File: config.mk
export PLATFORM = sky130hd
export DESIGN_NAME = uart_tx_arbiter_flat
export DESIGN_NICKNAME = d
export VERILOG_FILES = /design/src/rtl/uart_tx_arbiter_if.sv /design/src/rtl/uart_tx_arbiter.sv /design/src/flat_wrapper.sv
export SDC_FILE = /design/constraint.sdc
export NUM_CORES = 1
export LEC_CHECK = 0
export BUFFER_PORTS_ARGS = -buffer_cell sky130_fd_sc_hd__buf_4
export CORE_MARGIN = 2
export CORE_UTILIZATION = 40
export DETAILED_ROUTE_END_ITERATION = 8
export GPL_TIMING_DRIVEN = 0
export PLACE_DENSITY = 0.69
export SLEW_MARGIN = 20
export SYNTH_ARGS = -nofsm -noshare
export SYNTH_HDL_FRONTEND = slang
export SYNTH_SLANG_ARGS = --single-unit
File: constraint.sdc
create_clock -name clock_12mhz -period 7.3 [get_ports clock_12mhz]
set_input_delay 1.46 -clock clock_12mhz [delete_from_list [all_inputs] [get_ports clock_12mhz]]
set_output_delay 1.46 -clock clock_12mhz [all_outputs]
set_load 0.01 [all_outputs]
File: src/rtl/uart_tx_arbiter_if.sv
// Requester-side byte handshake for uart_tx_arbiter.
// Lane i occupies req_byte[8i+7:8i]. Requesters drive through the master
// modport; the arbiter answers through the slave modport.
interface uart_tx_arbiter_if #(
    parameter int NUM_REQ = 2
);
    logic [NUM_REQ-1:0]   req_valid;
    logic [8*NUM_REQ-1:0] req_byte;
    logic [NUM_REQ-1:0]   req_last;
    logic [NUM_REQ-1:0]   req_ready;

    modport master (output req_valid, output req_byte, output req_last, input req_ready);
    modport slave  (input req_valid, input req_byte, input req_last, output req_ready);
endinterface

File: src/rtl/uart_tx_arbiter.sv
// Round-robin arbiter sharing one simple_uart transmitter among NUM_REQ (2..4)
// byte sources. One byte is accepted per grant, strobed into the UART for a
// single cycle, and held on uart_tx_byte until the next acceptance.
// Optional feature: define UART_ARB_LOCK_EN to keep multi-byte messages
// contiguous; the arbiter then stays on a lane until it sends req_last=1.
module uart_tx_arbiter #(
    parameter int NUM_REQ = 2
) (
    input  logic               clock_12mhz,
    input  logic               reset,
    uart_tx_arbiter_if.slave   req,
    output logic               uart_transmit,
    output logic [7:0]         uart_tx_byte,
    input  logic               uart_is_transmitting,
    output logic [1:0]         grant_id,
    output logic               busy,
    output logic               start_timeout
);
    typedef enum logic [1:0] {IDLE, ISSUE, WAIT_START, WAIT_DONE} state_t;

    state_t             state_q, state_d;
    logic [1:0]         ptr_q, ptr_d;
    logic [1:0]         grant_q, grant_d;
    logic [1:0]         to_cnt_q, to_cnt_d;
    logic [7:0]         byte_q, byte_d;
    logic               transmit_q, transmit_d;
    logic               busy_q, busy_d;
    logic               timeout_q, timeout_d;

    logic [NUM_REQ-1:0] eligible;
    logic [NUM_REQ-1:0] ready;
    logic               found;
    logic [1:0]         winner;
    logic [7:0]         sel_byte;
    logic               sel_last;
    logic               accept;

`ifdef UART_ARB_LOCK_EN
    logic lock_q, lock_d;

    // While locked, only the lane that owns the message (ptr) may win
    always_comb begin
        eligible = req.req_valid;
        if (lock_q) eligible = req.req_valid & (NUM_REQ'(1) << ptr_q);
    end
`else
    logic unused_last;
    assign unused_last = ^req.req_last;
    assign eligible    = req.req_valid;
`endif

    // Pick the eligible lane closest after ptr (distance 0 means ptr+1)
    always_comb begin
        int best_d;
        int d;
        found    = 1'b0;
        winner   = ptr_q;
        best_d   = NUM_REQ;
        sel_byte = 8'h00;
        sel_last = 1'b0;
        for (int i = 0; i < NUM_REQ; i++) begin
            d = i - int'(ptr_q) - 1;
            if (d < 0) d = d + NUM_REQ;
            if (eligible[i] && d < best_d) begin
                best_d = d;
                winner = 2'(i);
                found  = 1'b1;
            end
        end
        for (int i = 0; i < NUM_REQ; i++) begin
            if (winner == 2'(i)) begin
                sel_byte = req.req_byte[8*i +: 8];
                sel_last = req.req_last[i];
            end
        end
    end

    // One-hot ready for the winner, only in IDLE and never while in reset
    always_comb begin
        for (int i = 0; i < NUM_REQ; i++)
            ready[i] = found && (state_q == IDLE) && !reset && (winner == 2'(i));
    end

    assign req.req_ready = ready;
    assign accept        = |ready;

    // Next-state and registered-output computation
    always_comb begin
        state_d    = state_q;
        ptr_d      = ptr_q;
        grant_d    = grant_q;
        to_cnt_d   = to_cnt_q;
        byte_d     = byte_q;
        transmit_d = 1'b0;
        timeout_d  = 1'b0;
`ifdef UART_ARB_LOCK_EN
        lock_d     = lock_q;
`endif
        case (state_q)
            IDLE: begin
                if (accept) begin
                    byte_d     = sel_byte;
                    grant_d    = winner;
                    ptr_d      = winner;
                    transmit_d = 1'b1;
                    state_d    = ISSUE;
`ifdef UART_ARB_LOCK_EN
                    lock_d     = !sel_last;
`endif
                end
            end
            ISSUE: begin
                to_cnt_d = 2'd0;
                state_d  = WAIT_START;
            end
            WAIT_START: begin
                if (uart_is_transmitting) begin
                    state_d = WAIT_DONE;
                end else if (to_cnt_q == 2'd3) begin
                    // UART never picked up the strobe: drop the byte
                    timeout_d = 1'b1;
                    state_d   = IDLE;
                end else begin
                    to_cnt_d = to_cnt_q + 2'd1;
                end
            end
            WAIT_DONE: begin
                if (!uart_is_transmitting) state_d = IDLE;
            end
            default: state_d = IDLE;
        endcase
        busy_d = (state_d != IDLE);
    end

    // FSM and registered outputs
    always_ff @(posedge clock_12mhz) begin
        if (reset) begin
            state_q    <= IDLE;
            ptr_q      <= 2'(NUM_REQ - 1);
            grant_q    <= 2'd0;
            to_cnt_q   <= 2'd0;
            byte_q     <= 8'h00;
            transmit_q <= 1'b0;
            busy_q     <= 1'b0;
            timeout_q  <= 1'b0;
`ifdef UART_ARB_LOCK_EN
            lock_q     <= 1'b0;
`endif
        end else begin
            state_q    <= state_d;
            ptr_q      <= ptr_d;
            grant_q    <= grant_d;
            to_cnt_q   <= to_cnt_d;
            byte_q     <= byte_d;
            transmit_q <= transmit_d;
            busy_q     <= busy_d;
            timeout_q  <= timeout_d;
`ifdef UART_ARB_LOCK_EN
            lock_q     <= lock_d;
`endif
        end
    end

    assign uart_transmit = transmit_q;
    assign uart_tx_byte  = byte_q;
    assign grant_id      = grant_q;
    assign busy          = busy_q;
    assign start_timeout = timeout_q;
endmodule

File: src/flat_wrapper.sv
// flat-port wrapper written by rule: the top's interface ports become plain ports
module uart_tx_arbiter_flat 
#(
    parameter int NUM_REQ = 2
)
  (clock_12mhz, reset, uart_transmit, uart_tx_byte, uart_is_transmitting, grant_id, busy, start_timeout, req_req_valid, req_req_byte, req_req_last, req_req_ready);
  uart_tx_arbiter_if #(.NUM_REQ(NUM_REQ)) req_i ();
  input  logic clock_12mhz;
  input  logic reset;
  output logic uart_transmit;
  output logic [7:0] uart_tx_byte;
  input  logic uart_is_transmitting;
  output logic [1:0] grant_id;
  output logic busy;
  output logic start_timeout;
  input wire logic [$bits(req_i.req_valid)-1:0] req_req_valid;
  input wire logic [$bits(req_i.req_byte)-1:0] req_req_byte;
  input wire logic [$bits(req_i.req_last)-1:0] req_req_last;
  output wire logic [$bits(req_i.req_ready)-1:0] req_req_ready;
  assign req_i.req_valid = req_req_valid;
  assign req_i.req_byte = req_req_byte;
  assign req_i.req_last = req_req_last;
  assign req_req_ready = req_i.req_ready;
  uart_tx_arbiter #(.NUM_REQ(NUM_REQ)) u_core (.clock_12mhz(clock_12mhz), .reset(reset), .req(req_i), .uart_transmit(uart_transmit), .uart_tx_byte(uart_tx_byte), .uart_is_transmitting(uart_is_transmitting), .grant_id(grant_id), .busy(busy), .start_timeout(start_timeout));
endmodule
* After elaboration in Yosys (flattened, before gate mapping)
Index checks and enable logic that the tools add are counted.
** Operators by class
- Muxes and demuxes :: 19
- $mul :: 0
- Bitwise logic cells :: 2
- Shifts and indexed selects :: 0
- $add $sub $neg :: 7
- Equal/unequal tests :: 7
- Div/mod/pow operators :: 0
- Reductions and logical operators :: 16
- $lt $le $gt $ge :: 4
** Operators by type and width (number)
- $mux W32 :: 3
- $add A32 B3 Y32 const B :: 2
- $lt A32 B1 Y1 const B :: 2
- $sub A32 B2 Y32 const B :: 2
- $lt A32 B3 Y1 const B :: 1
- $lt A32 B32 Y1 :: 1
- $mux W2 :: 8
- $mux W8 :: 2
- $pmux W2 S4 :: 1
- $eq A2 B2 Y1 const B :: 3
- $logic_and A1 B1 Y1 :: 6
- $sub A1 B2 Y3 const A :: 2
- $eq A2 B1 Y1 const B :: 2
- $logic_not A2 Y1 :: 2
- $mux W1 :: 4
- $ne A2 B2 Y1 const B :: 2
- $pmux W2 S2 :: 1
- $reduce_bool A2 Y1 :: 2
- $reduce_or A2 Y1 :: 2
- $reduce_and A3 Y1 :: 1
- $reduce_or A3 Y1 :: 1
- $add A2 B1 Y2 const B :: 1
- $not A1 Y1 :: 2
- $reduce_and A2 Y1 :: 1
- $logic_not A1 Y1 :: 1
** Storage, ports and cells
- Memories kept :: 0
- Word-level logic and storage cells :: 63
- Memory bits (writable) :: 0
- Input port bits :: 23
- Output and inout port bits :: 15
- Latch bits :: 0
- Register bits :: 19
- Bits in read-only memories :: 0

* Logic depth before layout (Yosys ltp)
Gate-level depths: netlist of the first run.
- Depth in word-level cells :: 17
- Mapped depth :: 23
- Gate-level depth less buffers :: 20

* Worst setup path after synthesis of the first run
OpenSTA, ideal clock, no wires.
- Path kind :: register -> output
- Start point :: register u_core.ptr_q[0]
- End point :: output port req_req_ready[1]
- Path buffers :: 3
- Data arrival time :: 4726 ps
- Required time :: 5840 ps
- Stages on the path, launching flop included :: 22
- Slack :: 1114 ps
- Path through :: dfxtp_1 > inv_1 > ha_1 > xor2_1 > inv_1 > ha_1 > ha_1 > nor2b_1 > a221oi_2 > o21ai_0 > a21oi_1 > clkbuf_1 > nand2_1 > ha_1 > buf_4 > nand4_2 > nor4_4 > a31oi_1 > a311oi_2 > a31oi_2 > clkbuf_4 > nor3_1
** Between the ends
- Longest elaborated chain between the ends :: 13
- Elaborated cells between the ends (all ways) :: 23
- Those cells by class :: add/sub (6); order compare (4); eq/ne (1); mux (7); reduce/logical (5)
** RTL lines
- start: declaration :: RTL line uart_tx_arbiter.sv:22 : logic [1:0] ptr_q, ptr_d;
- start signal: assignment :: RTL line uart_tx_arbiter.sv:139 : ptr_q <= 2'(NUM_REQ - 1);
- start signal: assignment :: RTL line uart_tx_arbiter.sv:151 : ptr_q <= ptr_d;
- $sub A1 B2 Y3 :: RTL line uart_tx_arbiter.sv:62 : d = i - int'(ptr_q) - 1;
- $sub A32 B2 Y32 :: RTL line uart_tx_arbiter.sv:62
- $add A32 B3 Y32 / $lt A32 B1 Y1 (equally long branches) :: RTL line uart_tx_arbiter.sv:63 : if (d < 0) d = d + NUM_REQ;
- $mux W32 :: RTL line uart_tx_arbiter.sv:63
- $lt A32 B3 Y1 :: RTL line uart_tx_arbiter.sv:64 : if (eligible[i] && d < best_d) begin
- $logic_and A1 B1 Y1 :: RTL line uart_tx_arbiter.sv:64
- $mux W32 :: RTL line uart_tx_arbiter.sv:64
- $lt A32 B32 Y1 :: RTL line uart_tx_arbiter.sv:64
- $logic_and A1 B1 Y1 :: RTL line uart_tx_arbiter.sv:64
- $mux W1 :: RTL line uart_tx_arbiter.sv:64
- $logic_and A1 B1 Y1 (2 in series) :: RTL line uart_tx_arbiter.sv:81 : ready[i] = found && (state_q == IDLE) && !reset && (winner == 2'(i));
- $logic_and A1 B1 Y1 * :: RTL line uart_tx_arbiter.sv:81
- end: declaration :: RTL line flat_wrapper.sv:19 : output wire logic [$bits(req_i.req_ready)-1:0] req_req_ready;
Mark *: on every way between the ends. The rest lies on a longest branch, timed or not.

==> metrics, run 1 <==
outcome finished, final reports clean; Lkg Pwr 1.142 nW; register bit total from synthesis 18; antenna violations before repair 0; Final Max Tran Viols 0; post-DR wirelength/cell 13.29 µm; fin crit share 94.73%; Die X-Extent 71.72 µm; Syn Std Cell Area 1834 µm²; synth warn 0; PwrDens 196.1 nW/µm²; I/O pin total 38; Hold Vio Cnt, Final 0; crit path capture type primary output; VDD IR max 0.06941 mV; skew final 0.002882 ns; hold_buf cts 0; EDFF count, synth 0; Global Route met3 Usage 1.969%; busiest grt layer met2; Top Family by Delay on Critical Path compound AO/OA/AOI/OAI gates; synth unique cells 48; pre-CTS setup slack 0.09877 ns; Nets 333; Primary FF master, synth dfxtp_1; internal power 0.0002833 W; FMAX 144.6 MHz; DP HPWL 3347 µm; DR DRC count 0; max cap viols 0; Gate power share 51.7%; adder-cell share of the synthesized area 27.29%; Sink Count 18; core footprint 4384 µm²; Antenna diodes 0; final setup margin 0.3847 ns; Clock Tree Buf Depth 2; Synth Area in Compound Gates 26.74%; final setup violation count 0; synthesized area per cell 8.571 µm²; grt met1 use 21.03%; Die Y 71.72 µm; routability cong. 0.8573; met2 Use GR 29.84%; H-tree levels 1; Worst EP required 5.84 ns; Max-slew headroom 38.08%; layout cell share with drive strength beyond 1 26.02%; sequential cell area fraction in the yosys report 19.65%; TritonCTS clock tree built; DR iter-0 viols 60; worst path bufs/invs 8; FP Rows 24; critical path type flop to primary output; depth of the worst register-to-register path 23; clock network power share 17.6%; Starting Density 41.84%; mux cell area share after synthesis 0%; CP max FO 10; Worst EP arrival 5.46 ns; vias 1708; gr usage total 16.71%; xor/xnor share of the synthesized area 0.4775%; sequential share of power 30.6%; vias per cell 5.321; Die ar. 5143 µm²; largest net degree at the start of global routing 25; crit-path cells inv_1 -> ha_1 -> xor2_4 -> inv_1 -> ha_1 -> inv_1 -> ha_1 -> inv_1 -> a221oi_4 -> o21ai_0 -> a21oi_4 -> buf_2 -> nand2_1 -> ha_1 -> buf_4 -> nand4_2 -> nor4_4 -> o211ai_1 -> a311oi_2 -> a31oi_2 -> clkbuf_4 -> nor3_1 -> buf_4; NetSw 0.0001739 W; vias in the first global route 1609; simple-gate portion of the synthesized area 20.26%; Final ANT Viol Nets 0; Slowest cell on crit path dfxtp_1; Critical Path Stages 23; Root Buffer clkbuf_8; element type at the critical path start flop; GRT Residual Overflow 0; Net Sw Frac 38.03%; largest family of logic cells by synthesized area adder cells; ys async rst share 0%; cells after synthesis 214; hold depth 2; setup tns final 0 ns; worst min-delay path class flop to flop; Port Buffers 35; Clk Latency, worst-skew pair 0.25 ns; CTS clk-pin slew, worst paths 0.07 ns; max incr delay on CP 0.44 ns; slew of the pin with the lowest slew margin 0.9289 ns; min cycle time layout 6.915 ns; Layout area overhead 27.15%; global-route wire length before repair 7065 µm; total CTS buffers 3; aggregate routed wire length 4266 µm; DR pass1 iterations 4
through the flow:
stage	total power (W)	std cells	hold WS [ns]	utilization [%]	instance area [µm²]
2_1_floorplan	0.0002896	227	0.4805	-	1883
3_3_place_gp	0.0003614	314	0.4601	50.43	2211
3_5_place_dp	0.0003664	314	0.4591	50.43	2211
4_1_cts	0.0004478	318	0.4689	51.80	2271
5_1_grt	0.0004932	321	0.4948	53.20	2332
6_report	0.0004572	321	0.4781	53.20	2332
synth_stat cells, types with 2 or more instances:
master    instances  area [µm²]
ha_1             40       500.5
o221a_2           8       90.09
dfxtp_1          18       360.4
o211ai_1          2       15.01
inv_1            11       41.29
nor2_1           13       48.80
nand2b_1          6       37.54
a21oi_1          22       110.1
and3_1            3       18.77
a211oi_1          2       15.01
nor3_1            5       25.02
buf_4             2       15.01
o22a_1            8       70.07
nand4_2           2       25.02
a311oi_2          2       30.03
or3_1             2       12.51
a21o_1            2       15.01
clkbuf_1          4       15.01
nand3_1           4       20.02
o21ai_0           6       30.03
nand2_1          25       93.84
worst paths after layout:
path | end | slack [ns] | start
max | req_req_ready[1] | 0.38 | u_core.grant_id[1]
min | u_core.grant_id[0] | 0.48 | u_core.grant_id[0]
max reg2reg | u_core.uart_tx_byte[7] | 1.87 | u_core.grant_id[1]
min reg2reg | u_core.grant_id[0] | 0.48 | u_core.grant_id[0]
cells in the final DEF (no fill, tap or decap), drive strengths merged, types with 2 or more instances in the layout:
cell     count
dfxtp       18
nand3        4
nand4        3
and3         3
o21ai        6
a31oi        2
o2111ai      2
a21o         2
o211ai       3
a311oi       2
nor3         5
nor2        14
inv         11
buf         42
or3          2
a21oi       22
conb        14
clkbuf       9
nand2       25
o22a         8
a211oi       2
ha          40
nand2b       6
o221a        8
cell families (layout without fill, tap and decap cells):
kind of cell	count (synthesis)	count (layout)
adders and majority gates	40	40
other	1	14
and+or+nand+nor	70	70
DFF	18	18
AOI/OAI and AO/OA	63	63
buffers and inverters	21	63
xor gates and xnor gates	1	1
sequential cells by signal, indices dropped and copies added, names as in the netlist:
name,cells
u_core.to_cnt_q,2
u_core.uart_tx_byte,8
u_core.ptr_q,1
u_core.uart_transmit,1
u_core.grant_id,2
u_core.state_q,2
u_core.busy,1
u_core.start_timeout,1
power groups by stage:
stage,clock network (W),logic [W],registers (W)
3_5_place_dp,0,0.000225,0.000141
3_3_place_gp,0,0.000221,0.000140
2_1_floorplan,0,0.000141,0.000149
4_1_cts,0.0000818,0.000227,0.000139
5_1_grt,0.0000860,0.000264,0.000143
6_report,0.0000807,0.000237,0.000140
routing by layer:
layer	share of wire, %	vias to the layer above
met3	5.3	4
met4	1.2	0
met2	47	40
met5	0	-
met1	46	777
li1	-	887
repair_timing:
item | CTS | global route
endpoints found under the setup margin | 2 | 2
resized for setup | 2 | 6
buffers inserted | 0 | 3
pin swaps | 0 | 2
worst register-to-register path: stages (launching register included):
cell and delay [ns]:
dfxtp_1 0.44, inv_1 0.09, ha_1 0.37, xor2_4 0.23
inv_1 0.10, ha_1 0.26, inv_1 0.13, ha_1 0.17
inv_1 0.07, a221oi_4 0.36, o21ai_0 0.22, a21oi_4 0.26
buf_2 0.25, nand2_1 0.20, ha_1 0.33, buf_4 0.15
nand4_2 0.14, nor4_4 0.32, o211ai_1 0.18, a311oi_2 0.33
buf_4 0.17, a311oi_2 0.05, nor2_2 0.39, o22a_1 0.20
final cells by class:
type | count | area [µm²]
Timing Repair Buffer | 38 | 285.3
Clock buffer | 4 | 55.05
Buffer | 9 | 55.05
Multi-Input combinational cell | 188 | 1465
Inverter | 12 | 45.04
Sequential cell | 18 | 361.6
Tap cell | 52 | 65.06
Fill cell | 426 | 2052
Power figures use the tool's default switching activity.
==> inputs of run 2 (changes only) <==
--- a/config.mk
+++ b/config.mk
@@ -6,11 +6,12 @@
 export NUM_CORES = 1
 export LEC_CHECK = 0
 export BUFFER_PORTS_ARGS = -buffer_cell sky130_fd_sc_hd__buf_4
+export CORE_ASPECT_RATIO = 0.9
 export CORE_MARGIN = 2
-export CORE_UTILIZATION = 40
+export CORE_UTILIZATION = 50
 export DETAILED_ROUTE_END_ITERATION = 8
-export GPL_TIMING_DRIVEN = 0
-export PLACE_DENSITY = 0.69
+export GPL_TIMING_DRIVEN = 1
+export PLACE_DENSITY = 0.82
 export SLEW_MARGIN = 20
 export SYNTH_ARGS = -nofsm -noshare
 export SYNTH_HDL_FRONTEND = slang
==> run 2 against run 1 <==
  * Via count shrank 0.47%
  * Critical path depth shrank 2
  * Final cell count shrank 5.6%
  * Total power shrank 4.0%
  * First-iteration DRC count is 93% higher
  * Routed wire length shrank 5.0%
  * Utilization rose by 11 points
  * Hold slack worse by 0.013 ns
  * Largest cell class unchanged
  * Largest power group unchanged
  * Highest routed layer unchanged
==> metrics, run 2 (synthesis gave the netlist of run 1 again) <==
Clock Tree Buf Depth 2 (unchanged); Clk Latency, worst-skew pair 0.25 ns (about the same); Final Max Tran Viols 0 (unchanged); Die Y 61.46 µm (was 71.72 µm); max incr delay on CP 0.46 ns (was 0.44 ns); Root Buffer clkbuf_8 (unchanged); outcome finished, final reports clean (unchanged); Nets 323 (was 333); Post-CTS Setup Bufs 0 (unchanged); I/O pin total 38 (unchanged); vias in the first global route 1452 (was 1609); Antenna diodes 0 (unchanged); FP Rows 20 (was 24); depth of the worst register-to-register path 22 (was 23); total power 0.0004392 W (was 0.0004572 W); # fillers 300 (was 426); fin util 64.20% (was 53.20%); slew of the pin with the lowest slew margin 0.9281 ns (was 0.9289 ns); Die X-Extent 67.85 µm (was 71.72 µm); hold depth 2 (unchanged); Largest register FFs 8 (unchanged); min-delay src u_core.grant_id[0] (unchanged); min cycle time layout 6.636 ns (was 6.915 ns); aggregate routed wire length 4051 µm (was 4266 µm); commonest non-fill, non-tap cell in the layout ha_1; CTS clk-pin slew, worst paths 0.07 ns (about the same); commonest cells after routing, fill and taps aside 40 x ha_1, 37 x buf_4, 25 x nand2_1, 22 x a21oi_1, 18 x dfxtp_1 (was 40 x buf_4, 40 x ha_1, 25 x nand2_1, 21 x a21oi_1, 17 x dfxtp_1); Die ar. 4170 µm² (was 5143 µm²); DR pass1 iterations 4 (unchanged); TritonCTS clock tree built (unchanged); PwrDens 198.1 nW/µm² (was 196.1 nW/µm²); H-tree levels 1 (unchanged); gr usage total 19.27% (was 16.71%); Worst EP arrival 5.18 ns (was 5.46 ns); DR iter-0 viols 116 (was 60); Layout area overhead 20.87% (was 27.15%); vias 1700 (was 1708); Lkg Pwr 1.096 nW (was 1.142 nW); vias per cell 5.611 (was 5.321); routability cong. 0.9654 (was 0.8573); final setup violation count 0 (unchanged); setup tns final 0 ns (unchanged); antenna violations before repair 0 (unchanged); hold_buf cts 0 (unchanged); max cap viols 0 (unchanged); end of the worst hold path u_core.grant_id[0] (unchanged); crit path capture type primary output (unchanged); skew final 0.002362 ns (was 0.002882 ns); reg-to-reg startpoint u_core.grant_id[1] (unchanged); Hold Vio Cnt, Final 0 (unchanged); crit-path cells inv_1 -> ha_1 -> xor2_1 -> inv_1 -> ha_1 -> inv_1 -> ha_1 -> inv_1 -> a221oi_2 -> o21ai_0 -> a21oi_1 -> buf_4 -> nand2_1 -> ha_1 -> and4b_1 -> or4b_1 -> o211ai_2 -> o2111ai_2 -> a31oi_2 -> and3_1 -> buf_4 (was inv_1 -> ha_1 -> xor2_4 -> inv_1 -> ha_1 -> inv_1 -> ha_1 -> inv_1 -> a221oi_4 -> o21ai_0 -> a21oi_4 -> buf_2 -> nand2_1 -> ha_1 -> buf_4 -> nand4_2 -> nor4_4 -> o211ai_1 -> a311oi_2 -> a31oi_2 -> clkbuf_4 -> nor3_1 -> buf_4); worst min-delay path class flop to flop (unchanged); layout cell share with drive strength beyond 1 23.17% (was 26.02%); Worst EP required 5.84 ns (about the same); core footprint 3453 µm² (was 4384 µm²); post_cts resized 0 (was 2); RSZ-0062 raised after global routing false; FF-to-FF setup slack 2.04 ns (was 1.87 ns); DR DRC count 0 (unchanged); total CTS buffers 3 (unchanged); Starting Density 53.12% (was 41.84%); FMAX 150.7 MHz (was 144.6 MHz); GRT Residual Overflow 0 (unchanged); global-route wire length before repair 6203 µm (was 7065 µm); fin crit share 90.90% (was 94.73%); Sink Count 18 (unchanged); element type at the critical path start flop (unchanged); Final ANT Viol Nets 0 (unchanged); reg2reg end u_core.uart_tx_byte[0] (was u_core.uart_tx_byte[7]); DP HPWL 3196 µm (was 3347 µm); critical path type flop to primary output (unchanged); Slowest cell on crit path or4b_1 (was dfxtp_1); Max-slew headroom 38.13% (was 38.08%); VDD IR max 0.07209 mV (was 0.06941 mV); Port Buffers 35 (unchanged); post-DR wirelength/cell 13.37 µm (was 13.29 µm); largest net degree at the start of global routing 25 (unchanged); CP max FO 15 (was 10)
run 2: cell types whose count changed in the layout (fill, tap and decap cells not counted), sizes merged:
cell,before,now
buf,42,37
clkbuf,9,4
run 2: where the power goes:
group / leakage, nW / switching (W) / internal [W]
logic: 0.919 / 0.000119 / 0.000102
clock network: 0.0288 / 0.0000325 / 0.0000479
registers: 0.149 / 0.0000150 / 0.000123
total: 1.10 / 0.000166 / 0.000273
run 2: layout make-up:
type	instances	area, µm²	area share [%]
multi-input combinational	188	1424	64.22
clock buffer	4	55.05	2.483
tap	44	55.05	2.483
sequential	18	360.3	16.25
timing repair buffer	37	277.8	12.53
inverter	12	45.04	2.032
run 2: critical path: cells and delay by family (launching register included):
| kind | cells | cell delay [ns] |
|---|---|---|
| compound gates | 6 | 1.37 |
| xor+xnor | 1 | 0.36 |
| fa+ha+maj | 4 | 1.06 |
| buf+inv | 6 | 0.74 |
| flops | 1 | 0.42 |
| simple gates | 4 | 0.97 |
run 2: worst max path at each step:
stage,startpoint,to,slack (ns)
4_1_cts,u_core.grant_id[1],req_req_ready[0],0.65
3_3_place_gp,u_core.grant_id[1],req_req_ready[0],1.14
6_report,u_core.grant_id[1],req_req_ready[0],0.66
5_1_grt,u_core.grant_id[1],req_req_ready[0],0.31
2_1_floorplan,u_core.ptr_q[0],req_req_ready[1],1.11
3_5_place_dp,u_core.grant_id[1],req_req_ready[0],0.96
run 2: routing by layer:
layer	vias up	global-route usage (%)	wire, µm	share of wire [%]
li1	872	-	-	-
met5	-	0	0	0
met4	0	4.286	23	0.57
met2	50	34.59	1808	45
met1	776	24.56	1937	48
met3	2	2.925	282	7.0
run 2: stage by stage:
step / cell area (µm²) / setup WS (ns) / hold WS [ns] / instances
after floorplan: 1883 / 1.114 / 0.4805 / 227
after global routing: 2217 / 0.3060 / 0.4875 / 303
after CTS: 2217 / 0.6527 / 0.4659 / 303
final: 2217 / 0.6641 / 0.4651 / 303
after detailed placement: 2162 / 0.9602 / 0.4564 / 299
after global placement: 2162 / 1.139 / 0.4557 / 299
